$ cat config.mk
export PLATFORM = sky130hd
export DESIGN_NAME = instr_queue_flat
export DESIGN_NICKNAME = d
export VERILOG_FILES = /design/src/rtl/instr_queue_if.sv /design/src/rtl/instr_queue.sv /design/src/flat_wrapper.sv
export SDC_FILE = /design/constraint.sdc
export NUM_CORES = 1
export LEC_CHECK = 0
export ABC_AREA = 1
export CORE_UTILIZATION = 31
export DETAILED_ROUTE_END_ITERATION = 6
export GPL_TIMING_DRIVEN = 1
export PLACE_DENSITY = 0.55
export SYNTH_ARGS = -nofsm -noshare
export SYNTH_HDL_FRONTEND = slang
export SYNTH_SLANG_ARGS = --single-unit
$ cat constraint.sdc
create_clock -name Clock -period 3.6 [get_ports Clock]
set_input_delay 0.54 -clock Clock [delete_from_list [all_inputs] [get_ports Clock]]
set_output_delay 0.54 -clock Clock [all_outputs]
set_load 0.05 [all_outputs]
$ cat src/rtl/instr_queue_if.sv
`default_nettype none
// +------------------------------------------------------------------------+
// | instr_queue_if                                                         |
// | Fetch-side and decode-side handshake bundle for instr_queue.           |
// | Revision: 1.0                                                          |
// +------------------------------------------------------------------------+
interface instr_queue_if #(
  parameter int WIDTH = 16,
  parameter int DEPTH = 4
);
  localparam int CW = $clog2(DEPTH + 1);

  logic             flush;
  logic             in_valid;
  logic             in_ready;
  logic [WIDTH-1:0] in_data;
  logic             out_valid;
  logic             out_ready;
  logic [WIDTH-1:0] instruction;
  logic [CW-1:0]    count;

  // master: the fetch/decode environment; slave: the queue itself
  modport master (
    output flush, in_valid, in_data, out_ready,
    input  in_ready, out_valid, instruction, count
  );

  modport slave (
    input  flush, in_valid, in_data, out_ready,
    output in_ready, out_valid, instruction, count
  );
endinterface
`default_nettype wire

$ cat src/rtl/instr_queue.sv
`default_nettype none
// +------------------------------------------------------------------------+
// | instr_queue                                                            |
// | Circular instruction buffer between fetch and decode with flush.       |
// | Option macro: IQ_BYPASS_EN (empty-queue combinational bypass).         |
// | Revision: 1.0                                                          |
// +------------------------------------------------------------------------+
module instr_queue #(
  parameter int WIDTH = 16,
  parameter int DEPTH = 4
) (
  input  wire              Clock,
  input  wire              Reset,
  instr_queue_if.slave     bus
);
  localparam int PW = $clog2(DEPTH);
  localparam int CW = $clog2(DEPTH + 1);
  localparam logic [CW-1:0] C_DEPTH = CW'(DEPTH);

  logic [WIDTH-1:0] r_mem [DEPTH];
  logic [PW-1:0]    r_wr_ptr;
  logic [PW-1:0]    r_rd_ptr;
  logic [CW-1:0]    r_count;

  logic             w_empty;
  logic             w_in_ready;
  logic             w_out_valid;
  logic [WIDTH-1:0] w_instruction;
  logic             w_push;
  logic             w_pop;

  assign w_empty    = (r_count == '0);
  assign w_in_ready = (r_count < C_DEPTH);

`ifdef IQ_BYPASS_EN
  logic w_bypass;
  logic w_bypass_take;

  // An empty queue forwards the incoming word; if decode takes it, it is never stored.
  assign w_bypass      = w_empty && bus.in_valid && !bus.flush && !Reset;
  assign w_bypass_take = w_bypass && bus.out_ready;

  always_comb begin
    w_out_valid   = 1'b0;
    w_instruction = '0;
    if (!w_empty) begin
      w_out_valid   = 1'b1;
      w_instruction = r_mem[r_rd_ptr];
    end else if (w_bypass) begin
      w_out_valid   = 1'b1;
      w_instruction = bus.in_data;
    end
  end

  assign w_push = bus.in_valid && w_in_ready && !w_bypass_take;
  assign w_pop  = !w_empty && bus.out_ready;
`else
  always_comb begin
    w_out_valid   = 1'b0;
    w_instruction = '0;
    if (!w_empty) begin
      w_out_valid   = 1'b1;
      w_instruction = r_mem[r_rd_ptr];
    end
  end

  assign w_push = bus.in_valid && w_in_ready;
  assign w_pop  = w_out_valid && bus.out_ready;
`endif

  assign bus.in_ready    = w_in_ready;
  assign bus.out_valid   = w_out_valid;
  assign bus.instruction = w_instruction;
  assign bus.count       = r_count;

  // Storage is deliberately not reset; count gates every read of it.
  always_ff @(posedge Clock) begin
    if (!Reset && !bus.flush && w_push) begin
      r_mem[r_wr_ptr] <= bus.in_data;
    end
  end

  always_ff @(posedge Clock) begin
    if (Reset || bus.flush) begin
      r_wr_ptr <= '0;
      r_rd_ptr <= '0;
      r_count  <= '0;
    end else begin
      if (w_push) begin
        r_wr_ptr <= r_wr_ptr + PW'(1);
      end
      if (w_pop) begin
        r_rd_ptr <= r_rd_ptr + PW'(1);
      end
      case ({w_push, w_pop})
        2'b10:   r_count <= r_count + CW'(1);
        2'b01:   r_count <= r_count - CW'(1);
        default: r_count <= r_count;
      endcase
    end
  end
endmodule
`default_nettype wire
$ cat src/flat_wrapper.sv
// flat-port wrapper written by rule: the top's interface ports become plain ports
module instr_queue_flat 
#(
  parameter int WIDTH = 16,
  parameter int DEPTH = 4
)
  (Clock, Reset, bus_flush, bus_in_valid, bus_in_data, bus_out_ready, bus_in_ready, bus_out_valid, bus_instruction, bus_count);
  instr_queue_if #(.WIDTH(WIDTH), .DEPTH(DEPTH)) bus_i ();
  input  wire Clock;
  input  wire Reset;
  input wire logic [$bits(bus_i.flush)-1:0] bus_flush;
  input wire logic [$bits(bus_i.in_valid)-1:0] bus_in_valid;
  input wire logic [$bits(bus_i.in_data)-1:0] bus_in_data;
  input wire logic [$bits(bus_i.out_ready)-1:0] bus_out_ready;
  output wire logic [$bits(bus_i.in_ready)-1:0] bus_in_ready;
  output wire logic [$bits(bus_i.out_valid)-1:0] bus_out_valid;
  output wire logic [$bits(bus_i.instruction)-1:0] bus_instruction;
  output wire logic [$bits(bus_i.count)-1:0] bus_count;
  assign bus_i.flush = bus_flush;
  assign bus_i.in_valid = bus_in_valid;
  assign bus_i.in_data = bus_in_data;
  assign bus_i.out_ready = bus_out_ready;
  assign bus_in_ready = bus_i.in_ready;
  assign bus_out_valid = bus_i.out_valid;
  assign bus_instruction = bus_i.instruction;
  assign bus_count = bus_i.count;
  instr_queue #(.WIDTH(WIDTH), .DEPTH(DEPTH)) u_core (.Clock(Clock), .Reset(Reset), .bus(bus_i));
endmodule
==> metrics.txt <==
final wirelength 5808 um; global route total overflow 0; DR vias 1936; Worst-path clk slew 0.07 ns; hold depth 2; post-CTS setup buffer count 0; vias in the first global route 1955; DIE AREA 0.01011 mm2; final cell count without fillers 438; Synth Instances 257; hold_ws 0.5013 ns; reg-to-reg startpoint u_core.bus.count[0]; Placed Area 0.003523 mm2; I/O pin total 42; CTS Buf Count 9; HP Class reg2reg; fin crit share 81.09%; Worst Setup End Kind output port; # diodes 0; Post-Syn Nets 284; status complete, no violations; mux share of post-synthesis cell area 0%; syn avg cell area 11.71 um2; CP bufs+invs 3; Relative slew margins 66.29%; Final Net Count 331; warning count from the yosys run 0; layout cells sized above 1 9.385%; site row count 35; Cell variety after synth 20; fill count 889; final setup vio count 0; RR Endpoint u_core.bus.count[2]; WP data required 3.06 ns; largest family of logic cells by synthesized area simple AND/OR/NAND/NOR gates; Synth Area in XOR/XNOR 0%; first-pass GRT wire length 9501 um; Syn-to-layout area delta 24.37%; worst path cell trace buf_4, inv_4, o21ai_1, a21oi_1, clkdlybuf4s50_1; r2r setup slk 1.81 ns; H-Tree Depth 3; finished layout cell area 0.003742 mm2; most frequent cells in the layout nor2_1, edfxtp_1, clkdlybuf4s50_1; worst slew pin tran 0.5040 ns; most common cell after layout, fill and taps aside nor2_1; TritonRoute pass-1 iters 4; P_leak 1.293 nW; Max clock buf depth 2; clock latency on the worst-skew pair 0.33 ns; Routed Antenna Nets 0; pwr dens 487.8 mW/mm2; HPWL after DPL 3632 um; Setup TNS 0 ns; IO buf count 41; multi-input logic area 728.2 um2; final worst slack 0.6808 ns; Simple-Gate Fraction of Synth Area 11.60%; Clock Skew 0.005466 ns; max-cap violation count 0; min Tclk post-route 2.919 ns; top achievable clock speed 0.3426 GHz; core area 0.009328 mm2; critical-path maximum fanout 33; initial antenna violation count 0; Hold Vio Cnt, Final 0; Worst EP arrival 2.38 ns; Starting DRT DRC Count 67; RSZ-0062 raised after global routing no; Max stage delay on crit path 0.84 ns; adder-cell share of the synthesized area 2.744%; CP Class reg2out; GPL Wtd Cong 0.7429; Seq cells post-synth 73; Worst Reg-to-Reg Cells 13; Die W 100.5 um; clock root cell clkbuf_8; final core occ 40.12%; hold_buf cts 0; register area 0.002102 mm2; clock sinks 73; Die Span Y 100.5 um; Max Slew Vio Count 0; largest net degree at the start of global routing 34; register area share after synthesis 69.85%; DR WL/cell 13.26 um; CP top delay family buffers and inverters; Placement Setup Slack 1.001 ns; TritonCTS clock tree yes; GRT Util Overall 12.68%; # DRC 0; Mapped Area 0.003009 mm2; DR vias/cell 4.420; VDD IR-drop max 0.2231 mV; post-synthesis compound-gate area fraction 9.854%; Overall Power 1.826 mW; Hold Crit Endpoint u_core.r_rd_ptr[1]; Slowest cell on crit path clkdlybuf4s50_1; Startpoint Class register; Initial Utilization 32.26%; post-CTS resize count 0; placed cells 422; worst hold start u_core.r_rd_ptr[1]
## flip-flops by register name, summed over array words and instances, names as in the netlist, named ones only
signal / cells
u_core.bus.count: 3
u_core.r_mem: 64
u_core.r_rd_ptr: 2
u_core.r_wr_ptr: 2
## power by group
group          internal (mW)  switching, mW
sequential             0.931        0.00430
combinational         0.0692          0.137
clock                  0.390          0.294
## synthesized netlist by cell type (all sizes together)
| cell type | count | area (um2) |
|---|---|---|
| edfxtp | 64 | 1922 |
| o21ai | 36 | 180.2 |
| nand3 | 4 | 20.02 |
| clkbuf | 1 | 5.000 |
| ha | 5 | 62.56 |
| a21oi | 21 | 116.4 |
| nor2 | 75 | 281.5 |
| buf | 10 | 97.59 |
| fa | 1 | 20.02 |
| dfxtp | 9 | 180.2 |
| nand2 | 12 | 47.55 |
| inv | 19 | 76.32 |
## cells by family (layout without fill, tap and decap cells)
family | count (synthesis) | count (layout)
compound gates | 57 | 57
fa+ha+maj | 6 | 6
buf+inv | 30 | 82
flops | 73 | 73
simple gates | 91 | 91
## area by class of cell
type / count / area share (%)
Sequential cell: 73 / 56.17
Clock inverter: 7 / 2.541
Inverter: 19 / 2.039
Tap cell: 129 / 4.313
Multi-Input combinational cell: 154 / 19.46
Clock buffer: 9 / 3.310
Timing Repair Buffer: 47 / 12.17
## metal layers
| metal | vias to the layer above | routed length (um) | track usage (%) |
|---|---|---|---|
| met5 | - | 0 | 0 |
| met4 | 0 | 115 | 6.355 |
| met3 | 10 | 138 | 2.080 |
| met2 | 24 | 2972 | 22.55 |
| met1 | 933 | 2582 | 14.81 |
| li1 | 969 | - | - |
## worst register-to-register path: stages, from the launching register on
cell,delay [ns]
dfxtp_1,0.33
inv_1,0.09
nand2_2,0.12
nand2_1,0.08
inv_1,0.09
ha_1,0.17
inv_1,0.07
fa_1,0.38
inv_1,0.07
nand2_1,0.05
nand3_1,0.09
nand2_1,0.06
nand2_1,0.05
nor2_1,0.04
## worst max path at each step
stage               cells after the start                  end
floorplan                               5  bus_instruction[10]
global placement                        5  bus_instruction[13]
detailed placement                      5  bus_instruction[13]
CTS                                     5  bus_instruction[13]
global route                            5  bus_instruction[13]
finish                                  5  bus_instruction[13]
(Power assumes the default switching activity.)
==> variant 1, RTL diff (same flow settings) <==
The option `IQ_BYPASS_EN` is turned on by a define.
--- a/src/rtl/instr_queue.sv
+++ b/src/rtl/instr_queue.sv
@@ -6,4 +6,6 @@
 // | Revision: 1.0                                                          |
 // +------------------------------------------------------------------------+
+`define IQ_BYPASS_EN
+
 module instr_queue #(
   parameter int WIDTH = 16,
Behaviour: not the same (Yosys sat finds a counterexample within 4 cycles, from zero or initial values).
==> variant 1 against the unedited design <==
- total power decreased by 3.8%
- clock power down 11%
- critical path depth grew 2
- sequential cell count unchanged
- routed wire length grew 16%
- area after synthesis rose by 5.7%
- final area increased by 4.9%
- core utilization is 0.33 points lower
- setup slack worse by 63 ps
- register-to-register slack got worse by 590 ps
- first-iteration DRC count is 21% higher
- critical path type is now in -> out
- largest cell class unchanged
- largest power group unchanged
==> variant 1: results (changes against the unedited design) <==
{| class="wikitable"
! Metric !! Value
|-
| Arrival time of data at the critical path endpoint || 2440 ps (+60 ps)
|-
| Detailed-routing wirelength on met1 || 3120 um (+21%)
|-
| Overall fraction of global-route tracks in use || 13.8% (+1.1 points)
|-
| Sum of net half-perimeters after detailed placement || 4000 um (+10%)
|-
| Max Fanout on Critical Path || 17 (-48%)
|-
| Maximum VDD drop || 184 uV (-18%)
|-
| Non-clock buffer share || 12.0% (-0.18 points)
|-
| Post-place instance area || 3740 sq um (+6.1%)
|-
| Post-Place Setup Slack || 586 ps (-415 ps)
|-
| Number of flip-flops and latches || 73 (unchanged)
|-
| Compound-Gate Fraction of Synth Area || 2.05% (-7.8 points)
|-
| Non-clock buffer count in the final layout || 49 (+4.3%)
|-
| Syn nets || 320 (+13%)
|-
| Count of filler cells inserted in the layout || 952 (+7.1%)
|-
| Vias per cell || 4.58 (+3.7%)
|-
| Dominant combinational cell family by area after synthesis || simple AND/OR/NAND/NOR gates
|-
| Maximum number of pins on one net before global-route repair || 33 (-2.9%)
|-
| Utilization of the core after routing || 39.8% (-0.33 points)
|-
| Layout clock area frac || 4.72% (-1.1 points)
|-
| Post-route clock skew || 11.0 ps (+5.52 ps)
|-
| Number of distinct standard cells referenced by the synthesized netlist || 21 (+5.0%)
|-
| Via count of the first global-routing pass || 2115 (+8.2%)
|-
| Fraction of layout instances using a drive strength above 1 || 10.1% (+0.76 points)
|-
| Met1 track demand over resource in global routing || 17.3% (+2.5 points)
|-
| Final Wtd Congestion || 0.673 (-9.4%)
|-
| XOR/XNOR share of the synthesized area || 0.275% (+0.28 points)
|-
| Met3 capacity usage during global routing || 2.49% (+0.41 points)
|-
| Total length of routed wires || 6730 um (+16%)
|-
| Worst relative slew slack || 61.3% (-5.0 points)
|-
| Multi-input combinational area share || 23.6% (+4.1 points)
|-
| Fraction of the mapped netlist area in adder cells || 2.60% (-0.15 points)
|-
| Result of the run || complete, no violations
|-
| Fraction of the yosys area taken by sequential cells || 66.1% (-3.8 points)
|-
| Number of flip-flops under the largest register name || 64 (unchanged)
|-
| First-pass GRT wire length || 10600 um (+11%)
|-
| Net count, final || 367 (+11%)
|-
| Grt met2 use || 23.2% (+0.68 points)
|-
| Delay of the slowest cell on the worst path || 790 ps (-50 ps)
|-
| Pre-Repair DR Iteration Count || 6 (+2)
|-
| Number of cells produced by synthesis || 293 (+14%)
|-
| Violation count after the first detailed-route iteration || 81 (+21%)
|-
| Avg WL per Cell || 14.1 um (+6.1%)
|-
| Placed cell count || 462 (+9.5%)
|-
| Routed wl met3 || 232 um (+68%)
|-
| Standby leakage power || 1.46 nW (+13%)
|}
==> variant 1: cell types whose count changed after synthesis, moves of 5 or more <==
cell	change
sky130_fd_sc_hd__inv_2	+5
sky130_fd_sc_hd__a21oi_1	-9
sky130_fd_sc_hd__buf_2	+5
sky130_fd_sc_hd__nand3_1	+62
sky130_fd_sc_hd__o21ai_1	-29
sky130_fd_sc_hd__nand2_1	+76
sky130_fd_sc_hd__nor2_1	-66
==> variant 1: worst paths after layout <==
kind	start	endpoint	slack [ps]	depth (start not counted)
setup reg to reg	u_core.bus.count[0]	u_core.bus.count[2]	1220	12
hold reg to reg	u_core.r_rd_ptr[0]	u_core.r_rd_ptr[0]	500	1
setup / recovery	bus_flush	bus_instruction[13]	620	7
hold / removal	u_core.r_rd_ptr[0]	u_core.r_rd_ptr[0]	500	1
==> variant 1: power breakdown <==
group / switching (mW) / leakage (nW) / internal, mW
registers: 0.00442 / 0.651 / 0.930
logic: 0.141 / 0.714 / 0.0717
clock network: 0.296 / 0.0978 / 0.313
total: 0.441 / 1.46 / 1.31
==> variant 1: worst register-to-register path: stages, from the launching register on <==
cell                       delay [ps]
sky130_fd_sc_hd__dfxtp_1          320
sky130_fd_sc_hd__inv_2            100
sky130_fd_sc_hd__nand3_4          260
sky130_fd_sc_hd__clkinv_4         270
sky130_fd_sc_hd__nand3_4          130
sky130_fd_sc_hd__nand2_1          100
sky130_fd_sc_hd__ha_1             140
sky130_fd_sc_hd__inv_1             60
sky130_fd_sc_hd__fa_1             380
sky130_fd_sc_hd__or2_2            300
sky130_fd_sc_hd__nand2_1           80
sky130_fd_sc_hd__o21ai_0           70
sky130_fd_sc_hd__a21oi_1          110
==> variant 2, RTL diff (config.mk and constraints unchanged) <==
Without the edit above. `DEPTH` is set to 4 in 3 places; all go to 8.
--- a/src/rtl/instr_queue_if.sv
+++ b/src/rtl/instr_queue_if.sv
@@ -7,5 +7,5 @@
 interface instr_queue_if #(
   parameter int WIDTH = 16,
-  parameter int DEPTH = 4
+  parameter int DEPTH = 8
 );
   localparam int CW = $clog2(DEPTH + 1);
--- a/src/rtl/instr_queue.sv
+++ b/src/rtl/instr_queue.sv
@@ -8,5 +8,5 @@
 module instr_queue #(
   parameter int WIDTH = 16,
-  parameter int DEPTH = 4
+  parameter int DEPTH = 8
 ) (
   input  wire              Clock,
--- a/src/flat_wrapper.sv
+++ b/src/flat_wrapper.sv
@@ -3,5 +3,5 @@
 #(
   parameter int WIDTH = 16,
-  parameter int DEPTH = 4
+  parameter int DEPTH = 8
 )
   (Clock, Reset, bus_flush, bus_in_valid, bus_in_data, bus_out_ready, bus_in_ready, bus_out_valid, bus_instruction, bus_count);
Ports: changed (resized bus_count); port bits go from 42 to 43. No check against the original RTL was run, so the function may have changed too.
==> variant 2 against the unedited design <==
- synthesized cell count rose by 89%
- critical path type unchanged
- worst hold slack worse by 10 ps
- sequential cell count increased by 68
- final area is 87% higher
- area after synthesis rose by 91%
- total power up 120%
- maximum frequency shrank 6.8%
- combinational power grew to 2.8 times the old value
- first-iteration DRC count grew to 3.0 times the old value
- critical endpoint is now bus_instruction[6]
- largest cell class unchanged
- die area rose by 89%
- routed wire length grew 110%
- setup slack worse by 210 ps
- the run now ends with design-rule violations left
- via count is 90% higher
==> variant 2: results (changes against the unedited design) <==
{| class="wikitable"
! Metric !! Value
|-
| Result of the run || complete, but fails checks
|-
| Violated checks || design-rule violations
|-
| Post-place instance area || 6430 sq um (+82%)
|-
| Core Region || 18100 sq um (+94%)
|-
| Number of distinct standard cells referenced by the synthesized netlist || 22 (+10%)
|-
| Number of buffers created by CTS || 17 (+8)
|-
| Clock Latency Late Sink || 420 ps (+90 ps)
|-
| Max Fanout on Critical Path || 21 (-36%)
|-
| Launching point of the worst reg2reg path || u_core.bus.count[2]
|-
| Standby leakage power || 2.41 nW (+86%)
|-
| Final Wtd Congestion || 0.723 (-2.6%)
|-
| DRC violations left || 10 (+10)
|-
| Net count, final || 568 (+72%)
|-
| Htree depth || 4 (+1)
|-
| Maximum VDD drop || 343 uV (+54%)
|-
| Count of filler cells inserted in the layout || 1706 (+92%)
|-
| Min-Delay Startpoint || u_core.r_rd_ptr[0]
|-
| First-pass GRT wire length || 19500 um (+110%)
|-
| Number of cells produced by synthesis || 486 (+89%)
|-
| Avg WL per Cell || 15.6 um (+18%)
|-
| Violation count after the first detailed-route iteration || 200 (+200%)
|-
| Fraction of the yosys area taken by sequential cells || 71.3% (+1.4 points)
|-
| Placed cell count || 752 (+78%)
|-
| IO buf count || 42 (+2.4%)
|-
| Post-route clock skew || 8.07 ps (+2.61 ps)
|-
| Arrival time of data at the critical path endpoint || 2590 ps (+210 ps)
|}
## variant 2: cell types whose count changed after synthesis, sizes merged, moves of 2 or more
cell	delta
a21oi	-11
buf	+11
clkbuf	+3
dfxtp	+4
edfxtp	+64
inv	-4
nand2	+5
nor2	+69
o21ai	+84
xor2	+2
## variant 2: final timing paths
path                               to
hold / removal     u_core.r_rd_ptr[0]
setup / recovery   bus_instruction[6]
hold reg to reg    u_core.r_rd_ptr[0]
setup reg to reg  u_core.bus.count[2]
## variant 2: layout make-up
cell class | count | share of cell area (%)
flip-flops and latches | 141 | 58.8
repair buffers | 62 | 8.38
clock buffers | 18 | 6.14
clock inverters | 14 | 1.83
well taps | 229 | 4.10
inverters | 15 | 0.806
multi-input cells | 305 | 19.9
## variant 2: power by group through the flow
stage / Clock, mW / Combinational, mW / Sequential, mW
floorplan: 0 / 0.387 / 1.87
global route: 1.73 / 0.637 / 1.83
global placement: 0 / 0.580 / 1.86
detailed placement: 0 / 0.586 / 1.86
finish: 1.63 / 0.580 / 1.82
CTS: 1.67 / 0.588 / 1.82
## variant 2: through the flow
step | utilization, % | setup WS [ps] | power, mW
6_report | 38.6 | 467 | 4.04
5_1_grt | 38.6 | 251 | 4.19
4_1_cts | 38.6 | 420 | 4.08
3_5_place_dp | 35.5 | 887 | 2.44
3_3_place_gp | 35.5 | 871 | 2.44
2_1_floorplan | - | 796 | 2.25
## variant 2: logic make-up (layout without fill, tap and decap cells)
family                   after synthesis  after routing  synth area share, %
buffers and inverters                 40            109                 4.50
XOR/XNOR                               3              3                0.457
AO/OA/AOI/OAI                        130            130                 11.3
flip-flops                           141            141                 71.3
AND/OR/NAND/NOR                      167            167                 11.3
adder cells (fa/ha/maj)                5              5                 1.09
## variant 2: routing by layer
metal / routed length (um) / up-vias / GRT usage [%]
met1: 5700 / 1758 / 17.2
met3: 734 / 14 / 4.88
met2: 5710 / 91 / 21.8
met5: 0 / - / 0
met4: 117 / 0 / 5.50
li1: - / 1819 / -
## variant 2: critical path, cell delays in order (launching register included)
cell and delay [ps]:
sky130_fd_sc_hd__dfxtp_2 590, sky130_fd_sc_hd__buf_4 270, sky130_fd_sc_hd__nor2_1 70, sky130_fd_sc_hd__nor2_1 90
sky130_fd_sc_hd__o21ai_1 70, sky130_fd_sc_hd__o21ai_1 80, sky130_fd_sc_hd__o21ai_1 70, sky130_fd_sc_hd__nor2_1 110
sky130_fd_sc_hd__clkdlybuf4s50_1 810
